**src/rtl/flash_loader.sv**
```systemverilog
// Boot loader: receives a framed byte stream from a host, programs the words into flash,
// and holds the CPU in reset until a frame with a good checksum has been written.
module flash_loader #(
  parameter int          DATA_W    = 16,
  parameter int          ADDR_W    = 16,
  parameter int unsigned BASE_ADDR = 0,
  parameter int unsigned TIMEOUT   = 65535
) (
  input  logic              clk,
  input  logic              rst_n,
  input  logic              start,
  input  logic [7:0]        byte_in,
  input  logic              byte_valid,
  output logic              byte_ready,
  output logic [DATA_W-1:0] flash_in,
  output logic [ADDR_W-1:0] flash_addr,
  output logic              flash_wr,
  output logic              cpu_hold,
  output logic              done,
  output logic              err
);

  localparam int BYTES = DATA_W / 8;

  localparam logic [2:0] S_IDLE   = 3'd0;
  localparam logic [2:0] S_SYNC   = 3'd1;
  localparam logic [2:0] S_LEN_HI = 3'd2;
  localparam logic [2:0] S_LEN_LO = 3'd3;
  localparam logic [2:0] S_DATA   = 3'd4;
  localparam logic [2:0] S_WRITE  = 3'd5;
  localparam logic [2:0] S_CSUM   = 3'd6;
  localparam logic [2:0] S_ERR    = 3'd7;

  logic [2:0]        state;
  logic [15:0]       len;
  logic [15:0]       idx;
  logic [7:0]        bcnt;
  logic [7:0]        sum;
  logic [DATA_W-1:0] word;
  logic [31:0]       idle_cnt;

  logic              accept;
  logic              timed;
  logic              timeout_hit;
  logic [DATA_W+7:0] word_cat;
  logic [DATA_W-1:0] word_next;

  always_comb begin
    byte_ready = (state == S_SYNC) || (state == S_LEN_HI) || (state == S_LEN_LO) ||
                 (state == S_DATA) || (state == S_CSUM);
    flash_wr   = (state == S_WRITE);
    accept     = byte_valid && byte_ready;
    timed      = (state == S_LEN_HI) || (state == S_LEN_LO) || (state == S_DATA) ||
                 (state == S_CSUM);
    // Fires on the edge where the idle count would reach TIMEOUT.
    timeout_hit = timed && !accept && (idle_cnt == 32'(TIMEOUT - 1));
    word_cat    = {word, byte_in};
    word_next   = word_cat[DATA_W-1:0];
  end

  always_ff @(posedge clk or negedge rst_n) begin
    if (!rst_n) begin
      state      <= S_IDLE;
      len        <= '0;
      idx        <= '0;
      bcnt       <= '0;
      sum        <= '0;
      word       <= '0;
      idle_cnt   <= '0;
      flash_in   <= '0;
      flash_addr <= '0;
      cpu_hold   <= 1'b0;
      done       <= 1'b0;
      err        <= 1'b0;
    end else begin
      if (timed && !accept) idle_cnt <= idle_cnt + 32'd1;
      else                  idle_cnt <= '0;

      if (timeout_hit) begin
        state    <= S_ERR;
        err      <= 1'b1;
        cpu_hold <= 1'b1;
      end else begin
        case (state)
          S_IDLE, S_ERR: begin
            if (start) begin
              state    <= S_SYNC;
              cpu_hold <= 1'b1;
              done     <= 1'b0;
              err      <= 1'b0;
            end
          end
          S_SYNC: begin
            if (accept && byte_in == 8'hA5) begin
              state <= S_LEN_HI;
              sum   <= '0;
            end
          end
          S_LEN_HI: begin
            if (accept) begin
              len[15:8] <= byte_in;
              state     <= S_LEN_LO;
            end
          end
          S_LEN_LO: begin
            if (accept) begin
              len[7:0] <= byte_in;
              idx      <= '0;
              bcnt     <= '0;
              sum      <= '0;
              state    <= ({len[15:8], byte_in} == 16'd0) ? S_CSUM : S_DATA;
            end
          end
          S_DATA: begin
            if (accept) begin
              word <= word_next;
              sum  <= sum + byte_in;
              if (bcnt == 8'(BYTES - 1)) begin
                bcnt       <= '0;
                flash_in   <= word_next;
                flash_addr <= ADDR_W'(32'(BASE_ADDR) + 32'(idx));
                state      <= S_WRITE;
              end else begin
                bcnt <= bcnt + 8'd1;
              end
            end
          end
          S_WRITE: begin
            idx   <= idx + 16'd1;
            state <= ((17'(idx) + 17'd1) == 17'(len)) ? S_CSUM : S_DATA;
          end
          S_CSUM: begin
            if (accept) begin
              if (sum + byte_in == 8'd0) begin
                done     <= 1'b1;
                cpu_hold <= 1'b0;
                state    <= S_IDLE;
              end else begin
                err   <= 1'b1;
                state <= S_ERR;
              end
            end
          end
          default: state <= S_IDLE;
        endcase
      end
    end
  end

endmodule

```
**config.mk**
```make
export PLATFORM = sky130hd
export DESIGN_NAME = flash_loader
export DESIGN_NICKNAME = d
export VERILOG_FILES = /design/src/rtl/flash_loader.sv
export SDC_FILE = /design/constraint.sdc
export NUM_CORES = 1
export LEC_CHECK = 0
export BUFFER_PORTS_ARGS = -buffer_cell sky130_fd_sc_hd__buf_2
export CORE_MARGIN = 2
export CORE_UTILIZATION = 30
export CTS_CLUSTER_SIZE = 16
export DETAILED_ROUTE_END_ITERATION = 7
export SLEW_MARGIN = 5
export SYNTH_ARGS = -nofsm -noshare
export SYNTH_HDL_FRONTEND = slang
export SYNTH_SLANG_ARGS = --single-unit
```
**constraint.sdc**
```tcl
create_clock -name clk -period 6.4 [get_ports clk]
set_input_delay 1.92 -clock clk [delete_from_list [all_inputs] [get_ports clk]]
set_output_delay 1.92 -clock clk [all_outputs]
set_load 0.01 [all_outputs]
```
==> results.md, run 1 <==
* Reg2Reg Setup Slack at 3.55 ns
* Area Overhead vs Synth at 17.0%
* Status: finished clean
* Post-CTS setup buffer count at 0
* Detail Route Antenna Nets at 0
* Post-cts sizing count at 0
* WHS at 0.476 ns
* Num rows at 53
* Die area at 22,800 µm²
* Worst Setup End Kind: primary output
* Arrival @ worst endpoint at 2.45 ns
* Netlist cell types at 64
* Type of the worst setup path: flop to primary output
* Worst Reg-to-Reg Cells at 6
* CTS buffer count at 17
* CORE AREA at 21,200 µm²
* Gr usage total at 14.2%
* Post-synth top area share at 48.6%
* Antenna Cells at 0
* Worst-Margin Slew at 1.10 ns
* Worst-Skew Late Latency at 0.43 ns
* Vias in the first global route at 4,793
* RSZ-0062 raised after global routing: false
* Detail Placement HPWL at 10.2 mm
* Internal at 2.02 mW
* Worst Hold Launch: flash_addr[9]
* Setup TNS at 0 ns
* Maximum capacitance violations at 0
* Switch Pwr at 1.08 mW
* Chip width at 151 µm
* Worst r2r dst: idx[3]
* Post-synth EDFFs at 0
* Fmax at 0.229 GHz
* CTS tree: yes
* Flop pwr share at 37.9%
* Top_reg_cell synth: dfrtp_1
* Largest net degree at the start of global routing at 60
* Fin. Hold Viols at 0
* Initial antenna violation count at 2
* Most instantiated library cell after synthesis: dfrtp_1
* Worst Hold Path Cells at 2
* Clock network fraction of total power at 32.1%
* Lkg Pwr at 3.31 nW
* # IOs at 49
* Wire length per cell at 15.0 µm
* Layout net count at 723
* Final setup vio count at 0
* Power Density at 409 nW/µm²
* Ys Warns at 0
* Yosys reg bits at 126
* Synth Area per Inst at 9.91 µm²
* Dpl cell area at 6980 µm²
* CTS HTree Levels at 4
* Net Sw Frac at 34.9%
* Combinational share of power at 30.0%
* GR Overflow Total at 0
* Clock tree buffer depth at 2
* Clock sink count at 126
* Port Buf Inserts at 48
* Final period util at 68.2%
* Min-Delay Endpoint: flash_addr[9]
* Setup crit start kind: flop
* Share of post-route cells with drive strength above 1 at 19.1%
* Root buf cell: clkbuf_16
* Crit-path max FO at 21
* Worst rel slew slack at 26.5%
* Worst EP required at 4.48 ns
* Peak supply drop at 0.237 mV
* Syn nets at 680
* Register area share after synthesis at 48.6%
* Min-Delay Path Class: flop to flop
* Worst r2r src: state[0]
* Leading area contributor after synthesis: dfrtp_1
* Mapped cell area at 6490 µm²
* Residual DRC at 0
* Global-route wire length before repair at 25.4 mm
* Die Y at 151 µm
* Aggregate routed wire length at 14.8 mm
* Initial DRC Count at 310
* Synth area leaders: dfrtp_1, mux2_2, o21ai_0
* Post-Syn Instances at 655
* Slew Viols, Final at 0
* Async S/R FF share, synth at 100%
* Vias/cell at 4.91
* Post-route minimum period at 4.37 ns
* Initial Util at 30.7%
* Clock Skews at 0.00788 ns
* Routability congestion estimate at 0.832
* Drt pass-1 iters at 4
* Via count at 4,845
* Clock slew at reported path FFs at 0.06 ns
* Post-route cell area at 7590 µm²
* Commonest cells post-synth: dfrtp_1, nand2_1, nor2_1, o21ai_0, mux2_2
* Hold_buf cts at 0
[cell usage in the layout, fill, tap and decap left out, types with 17 or more instances in the layout]
master / synthesis / final
mux2_2: 41 / 41
dfrtp_1: 126 / 126
clkbuf_16: 0 / 17
nor2_1: 64 / 64
nand2_1: 69 / 69
xnor2_1: 24 / 24
buf_2: 7 / 47
nand3_1: 27 / 27
xor2_1: 24 / 24
inv_1: 18 / 18
o21ai_0: 54 / 54
[worst max-delay path, cell delays in order (launching register included)]
cell and delay [ns]:
dfrtp_1 0.49, inv_1 0.20, or3_1 0.74, inv_2 0.38, buf_2 0.20
[area by class of cell]
class | instances | area, µm²
clock buffer | 17 | 425
clock inverter | 15 | 186
fill | 2090 | 13600
inverter | 20 | 75.1
multi-input combinational | 482 | 3150
sequential | 126 | 3150
tap | 275 | 344
timing repair buffer | 51 | 265
[worst max-delay path by stage]
stage	startpoint	to	slack, ns	depth (start not counted)
floorplan	byte_in[0]	state[0]	2.45	9
global placement	byte_in[0]	state[2]	1.98	10
detailed placement	byte_in[0]	state[2]	2.00	11
CTS	state[0]	flash_wr	2.04	4
global route	state[0]	flash_wr	1.91	4
finish	state[0]	flash_wr	2.03	4
[per-layer routing]
metal | track usage, % | vias to the layer above | wire [µm]
li1 | - | 2416 | -
met1 | 19.7 | 2323 | 7280
met2 | 21.3 | 79 | 6650
met3 | 3.49 | 25 | 536
met4 | 5.89 | 2 | 295
met5 | 0 | - | 13
[kinds of logic after synthesis]
family,synth area share (%)
buf+inv,2.97
simple gates,19.8
xor+xnor,6.48
mux,7.75
compound gates,11.8
fa+ha+maj,2.62
flops,48.6
[power by group through the flow]
| stage | Clock (mW) | Combinational [mW] | Sequential, mW |
|---|---|---|---|
| after floorplan | 0 | 0.695 | 1.15 |
| after CTS | 1.02 | 0.945 | 1.18 |
| after global routing | 1.06 | 1.06 | 1.21 |
| after detailed placement | 0 | 0.940 | 1.19 |
| final | 0.996 | 0.933 | 1.18 |
| after global placement | 0 | 0.927 | 1.19 |
[registers in the layout, indices dropped and copies added (netlist names)]
signal	cells
idle_cnt	32
err	1
len	16
word	8
bcnt	8
flash_addr	16
done	1
flash_in	16
cpu_hold	1
sum	8
state	3
idx	16
[metrics by stage]
| stage | utilization [%] | setup slack, ns | instances | total power, mW |
|---|---|---|---|---|
| floorplan | - | 2.45 | 655 | 1.84 |
| global placement | 33.0 | 1.98 | 954 | 2.11 |
| detailed placement | 33.0 | 2.00 | 954 | 2.13 |
| CTS | 35.9 | 2.04 | 986 | 3.14 |
| global route | 35.9 | 1.91 | 986 | 3.33 |
| finish | 35.9 | 2.03 | 986 | 3.11 |
Note: power is estimated with default switching activity, not from simulation.
==> inputs of run 2 (changes only) <==
- clock period: 6.4 -> 3.7 ns (I/O delays scaled with it)
==> results.md, run 2 (same netlist as run 1, synthesis figures left out) <==
* Initial Util at 30.7%
* Via count at 4,978
* Leading cell types in the layout, fill and taps excluded: dfrtp_1, nand2_1, nor2_1
* Reg2Reg Setup Slack at 0.88 ns
* Switch Pwr at 1.88 mW
* Worst rel slew slack at 47.9%
* Slew Viols, Final at 0
* Buf/Inv on CP at 1
* Residual DRC at 0
* Clock tree buffer depth at 2
* Chip width at 151 µm
* CP delay by family, top: compound AO/OA/AOI/OAI gates
* Power Density at 700 nW/µm²
* Layout net count at 728
* Drt pass-1 iters at 4
* Detail Route Antenna Nets at 0
* Status: finished clean
* Setup TNS at 0 ns
* Worst r2r src: sum[0]
* Worst Reg-to-Reg Cells at 9
* Root buf cell: clkbuf_16
* Share of post-route cells with drive strength above 1 at 19.7%
* Area Overhead vs Synth at 17.4%
* # IOs at 49
* Arrival @ worst endpoint at 3.56 ns
* Critical Path, Cell by Cell: buf_2 -> ha_1 -> o21ai_0 -> or2_1 -> a2111oi_0 -> nand4_1 -> nor2_1 -> o211ai_1 -> a211o_1
* Final setup vio count at 0
* Worst-Skew Late Latency at 0.42 ns
* Die Y at 151 µm
* Vias in the first global route at 4,872
* Worst Setup End Kind: flop
* Initial antenna violation count at 0
* Die area at 22,800 µm²
* CORE AREA at 21,200 µm²
* RSZ-0062 raised after global routing: false
* Worst EP required at 4.01 ns
* Dpl cell area at 7030 µm²
* Worst r2r dst: state[2]
* Gr usage total at 14.0%
* Worst-Margin Slew at 0.779 ns
* Routability congestion estimate at 0.855
* Fmax at 0.307 GHz
* Internal at 3.45 mW
* Post-CTS setup buffer count at 0
* Filler-free cell count of the finished design at 991
* Hold_buf cts at 0
* Aggregate routed wire length at 14.8 mm
* Global-route wire length before repair at 24.9 mm
* GR Overflow Total at 0
* CTS buffer count at 17
* Detail Placement HPWL at 10.2 mm
* Setup crit start kind: input pin
* Lkg Pwr at 3.32 nW
* Dpl cells at 959
* Initial DRC Count at 304
* Post-route cell area at 7620 µm²
* Post-route minimum period at 3.26 ns
* Number of flip-flops in the largest register at 32
* Peak supply drop at 0.381 mV
* Min-Delay Path Class: flop to flop
* Worst Hold Launch: word[4]
* Combinational share of power at 30.9%
* Final period util at 88.0%
* Antenna Cells at 0
* WHS at 0.471 ns
* Clock Skews at 0.0114 ns
* Clock network fraction of total power at 30.9%
* Biggest register: idle_cnt
* Worst stage delay on the critical path at 0.56 ns
* Largest net degree at the start of global routing at 81
* Clock sink count at 126
* Net Sw Frac at 35.3%
* CTS HTree Levels at 4
* Vias/cell at 5.02
* Clock slew at reported path FFs at 0.06 ns
* Wire length per cell at 14.9 µm
* CTS tree: yes
* Type of the worst setup path: input pin to flop
* Most common cell after layout, fill and taps aside: dfrtp_1
* Min-Delay Endpoint: word[4]
* Port Buf Inserts at 48
* Num rows at 53
* Worst Hold Path Cells at 2
* Crit-path max FO at 7
* Fin. Hold Viols at 0
* Flop pwr share at 38.2%
* CP max-delay cell: a2111oi_0
* Post-cts sizing count at 0
* Maximum capacitance violations at 0
run 2: cell types whose count changed in the layout (fill, tap and decap cells not counted), sizes merged:
| cell | delta |
|---|---|
| buf | +5 |
| bufinv | -1 |
| clkinvlp | +1 |
run 2: stage by stage:
stage | utilization (%) | power [mW] | worst slack (ns)
2_1_floorplan | - | 3.19 | 0.556
3_3_place_gp | 33.2 | 3.68 | 0.167
3_5_place_dp | 33.2 | 3.71 | 0.0567
4_1_cts | 36.0 | 5.38 | 0.501
5_1_grt | 36.0 | 5.67 | 0.385
6_report | 36.0 | 5.33 | 0.444
run 2: cell type report:
| cell class | instances | area (µm²) |
|---|---|---|
| Fill cell | 2103 | 13500 |
| Sequential cell | 126 | 3150 |
| Multi-Input combinational cell | 482 | 3150 |
| Clock buffer | 17 | 425 |
| Tap cell | 275 | 344 |
| Timing Repair Buffer | 56 | 315 |
| Clock inverter | 15 | 161 |
| Inverter | 20 | 75.1 |
run 2: per-layer routing:
layer	vias up	GRT usage, %	part of all wire, %	wire, µm
met5	-	0	0	0
met4	0	5.05	1.6	231
met3	18	3.22	3.3	492
met2	95	22.1	46	6830
met1	2447	18.8	49	7260
li1	2418	-	-	-
run 2: worst reg2reg max path: stages, from the launching register on:
cell and delay [ns]:
dfrtp_1 0.35, ha_1 0.19, inv_1 0.07, fa_1 0.40
xnor2_1 0.16, a2111oi_0 0.57, nand4_1 0.23, nor2_1 0.29
o211ai_1 0.13, a211o_1 0.31
run 2: worst max path at each step:
stage               slack [ns]  cells past startpoint  startpoint       end
floorplan                 0.56                      9  byte_in[0]  state[0]
global placement          0.17                     10  byte_in[0]  state[2]
detailed placement        0.06                      9  byte_in[2]  state[2]
CTS                       0.50                      9  byte_in[2]  state[2]
global route              0.38                      9  byte_in[2]  state[2]
finish                    0.44                      9  byte_in[2]  state[2]
run 2: power by group through the flow:
stage / clock network [mW] / registers [mW] / logic, mW
floorplan: 0 / 1.98 / 1.20
global placement: 0 / 2.05 / 1.63
detailed placement: 0 / 2.06 / 1.65
CTS: 1.69 / 2.04 / 1.66
global route: 1.74 / 2.09 / 1.84
finish: 1.65 / 2.04 / 1.65
==> inputs of run 3 (changes only) <==
- CORE_ASPECT_RATIO: unset -> 0.8
- HOLD_SLACK_MARGIN: unset -> 0.05
==> results.md, run 3 (same netlist as run 1, synthesis figures left out) <==
* Via count at 4,971
* Root buf cell: clkbuf_16
* Critical Path, Cell by Cell: buf_2 -> ha_1 -> a211oi_2 -> o21bai_1 -> a2111oi_0 -> nand4_1 -> nor2_1 -> o211ai_1 -> a211o_1
* Hold_buf cts at 0
* Detail Route Antenna Nets at 0
* Fillers at 2,182
* Post-cts sizing count at 0
* Most common cell after layout, fill and taps aside: dfrtp_1
* Min-Delay Path Class: flop to flop
* Crit-path max FO at 5
* Arrival @ worst endpoint at 3.56 ns
* Worst Setup End Kind: flop
* RSZ-0062 raised after global routing: false
* Share of post-route cells with drive strength above 1 at 20.1%
* Layout net count at 732
* Biggest register: idle_cnt
* Flop pwr share at 37.5%
* Number of flip-flops in the largest register at 32
* Gr usage total at 14.4%
* Slew Viols, Final at 0
* Metal1 wirelength at 7.89 mm
* Area Overhead vs Synth at 18.2%
* Metal3 WL at 729 µm
* Type of the worst setup path: input pin to flop
* Initial antenna violation count at 1
* Worst stage delay on the critical path at 0.54 ns
* Die area at 22,800 µm²
* Clock slew at reported path FFs at 0.06 ns
* Chip width at 168 µm
* Num rows at 48
* Worst EP required at 4.00 ns
* Filler-free cell count of the finished design at 996
* Maximum capacitance violations at 0
* Met2 WL post-DR at 6.52 mm
* Setup crit start kind: input pin
* Initial Util at 30.4%
* Clock sink count at 126
* Vias/cell at 4.99
* Aggregate routed wire length at 15.3 mm
* Internal at 3.55 mW
* Setup TNS at 0 ns
* Largest net degree at the start of global routing at 57
* Final setup vio count at 0
* Global-route wire length before repair at 25.9 mm
* Clock Skews at 0.00816 ns
* Switch Pwr at 1.90 mW
* Combinational share of power at 30.8%
* Worst-Margin Slew at 0.721 ns
* CP delay by family, top: compound AO/OA/AOI/OAI gates
* Drt pass-1 iters at 5
* Clock network fraction of total power at 31.7%
* Top Metal Used: met4
* Fin. Hold Viols at 0
* Post-place setup slack at 0.0910 ns
* CP max-delay cell: a2111oi_0
* Worst-Skew Late Latency at 0.42 ns
* CTS HTree Levels at 4
* Post-CTS setup buffer count at 0
* Detail Placement HPWL at 10.5 mm
* Vias in the first global route at 4,832
* Residual DRC at 0
* Buf/Inv on CP at 1
* Routability congestion estimate at 0.867
* Worst rel slew slack at 51.8%
* Die Y at 136 µm
* Post-route minimum period at 3.26 ns
* Fmax at 0.307 GHz
* CORE AREA at 21,400 µm²
* # IOs at 49
* Leading cell types in the layout, fill and taps excluded: dfrtp_1, nand2_1, nor2_1
* Clock tree buffer depth at 2
* Peak supply drop at 0.356 mV
* WHS at 0.469 ns
* Dpl cells at 963
* GR Overflow Total at 0
* Setup ws final at 0.441 ns
* Power Density at 710 nW/µm²
* Initial DRC Count at 291
* Lkg Pwr at 3.36 nW
* Wire length per cell at 15.4 µm
* CTS tree: yes
* CTS buffer count at 17
* Status: finished clean
* Net Sw Frac at 34.9%
* Port Buf Inserts at 48
* Final period util at 88.1%
## run 3: cell count changes in the layout (fill, tap and decap cells not counted)
cell / before / now
buf_4: 8 / 12
bufinv_16: 2 / 3
inv_6: 4 / 2
clkinvlp_4: 4 / 1
clkbuf_8: 0 / 1
diode_2: 0 / 1
clkinv_2: 2 / 5
## run 3: layer usage
layer	up-vias	track usage, %
met5	-	0
met2	99	20.5
met1	2418	21.1
met4	0	4.55
met3	15	3.80
li1	2439	-
## run 3: worst paths after layout
check	from	endpoint	slack (ns)	cells past startpoint
worst max register to register	sum[1]	state[2]	0.88	8
max in group asynchronous	rst_n	flash_addr[3]	2.22	2
min in group asynchronous	rst_n	idle_cnt[9]	0.70	1
worst min-delay path	word[7]	word[7]	0.47	2
worst min register to register	word[7]	word[7]	0.47	2
worst max-delay path	byte_in[1]	state[2]	0.44	9
## run 3: power by group through the flow
stage               Sequential [mW]  Combinational (mW)  Clock, mW
global route                   2.09                1.88       1.83
detailed placement             2.06                1.67          0
global placement               2.06                1.64          0
finish                         2.04                1.68       1.72
floorplan                      1.98                1.20          0
CTS                            2.04                1.68       1.76
## run 3: worst min-delay path: cells and delay by family (launching register included)
family,cells,cell delay [ns]
simple gates,2,0.10
flops,1,0.34
## run 3: cell type report
cell class              instances  area [µm²]  share of cell area [%]
diodes                          1        2.50                  0.0326
clock buffers                  18         439                    5.72
clock inverters                14         166                    2.17
inverters                      20        75.1                   0.979
multi-input cells             482        3150                    41.0
flip-flops and latches        126        3150                    41.1
well taps                     275         344                    4.49
repair buffers                 60         345                    4.50
## run 3: through the flow
stage	util, %	power, mW	cell area, µm²
floorplan	-	3.19	6490
global placement	33.0	3.69	7060
detailed placement	33.0	3.73	7060
CTS	35.9	5.49	7670
global route	35.9	5.80	7670
finish	35.9	5.44	7670
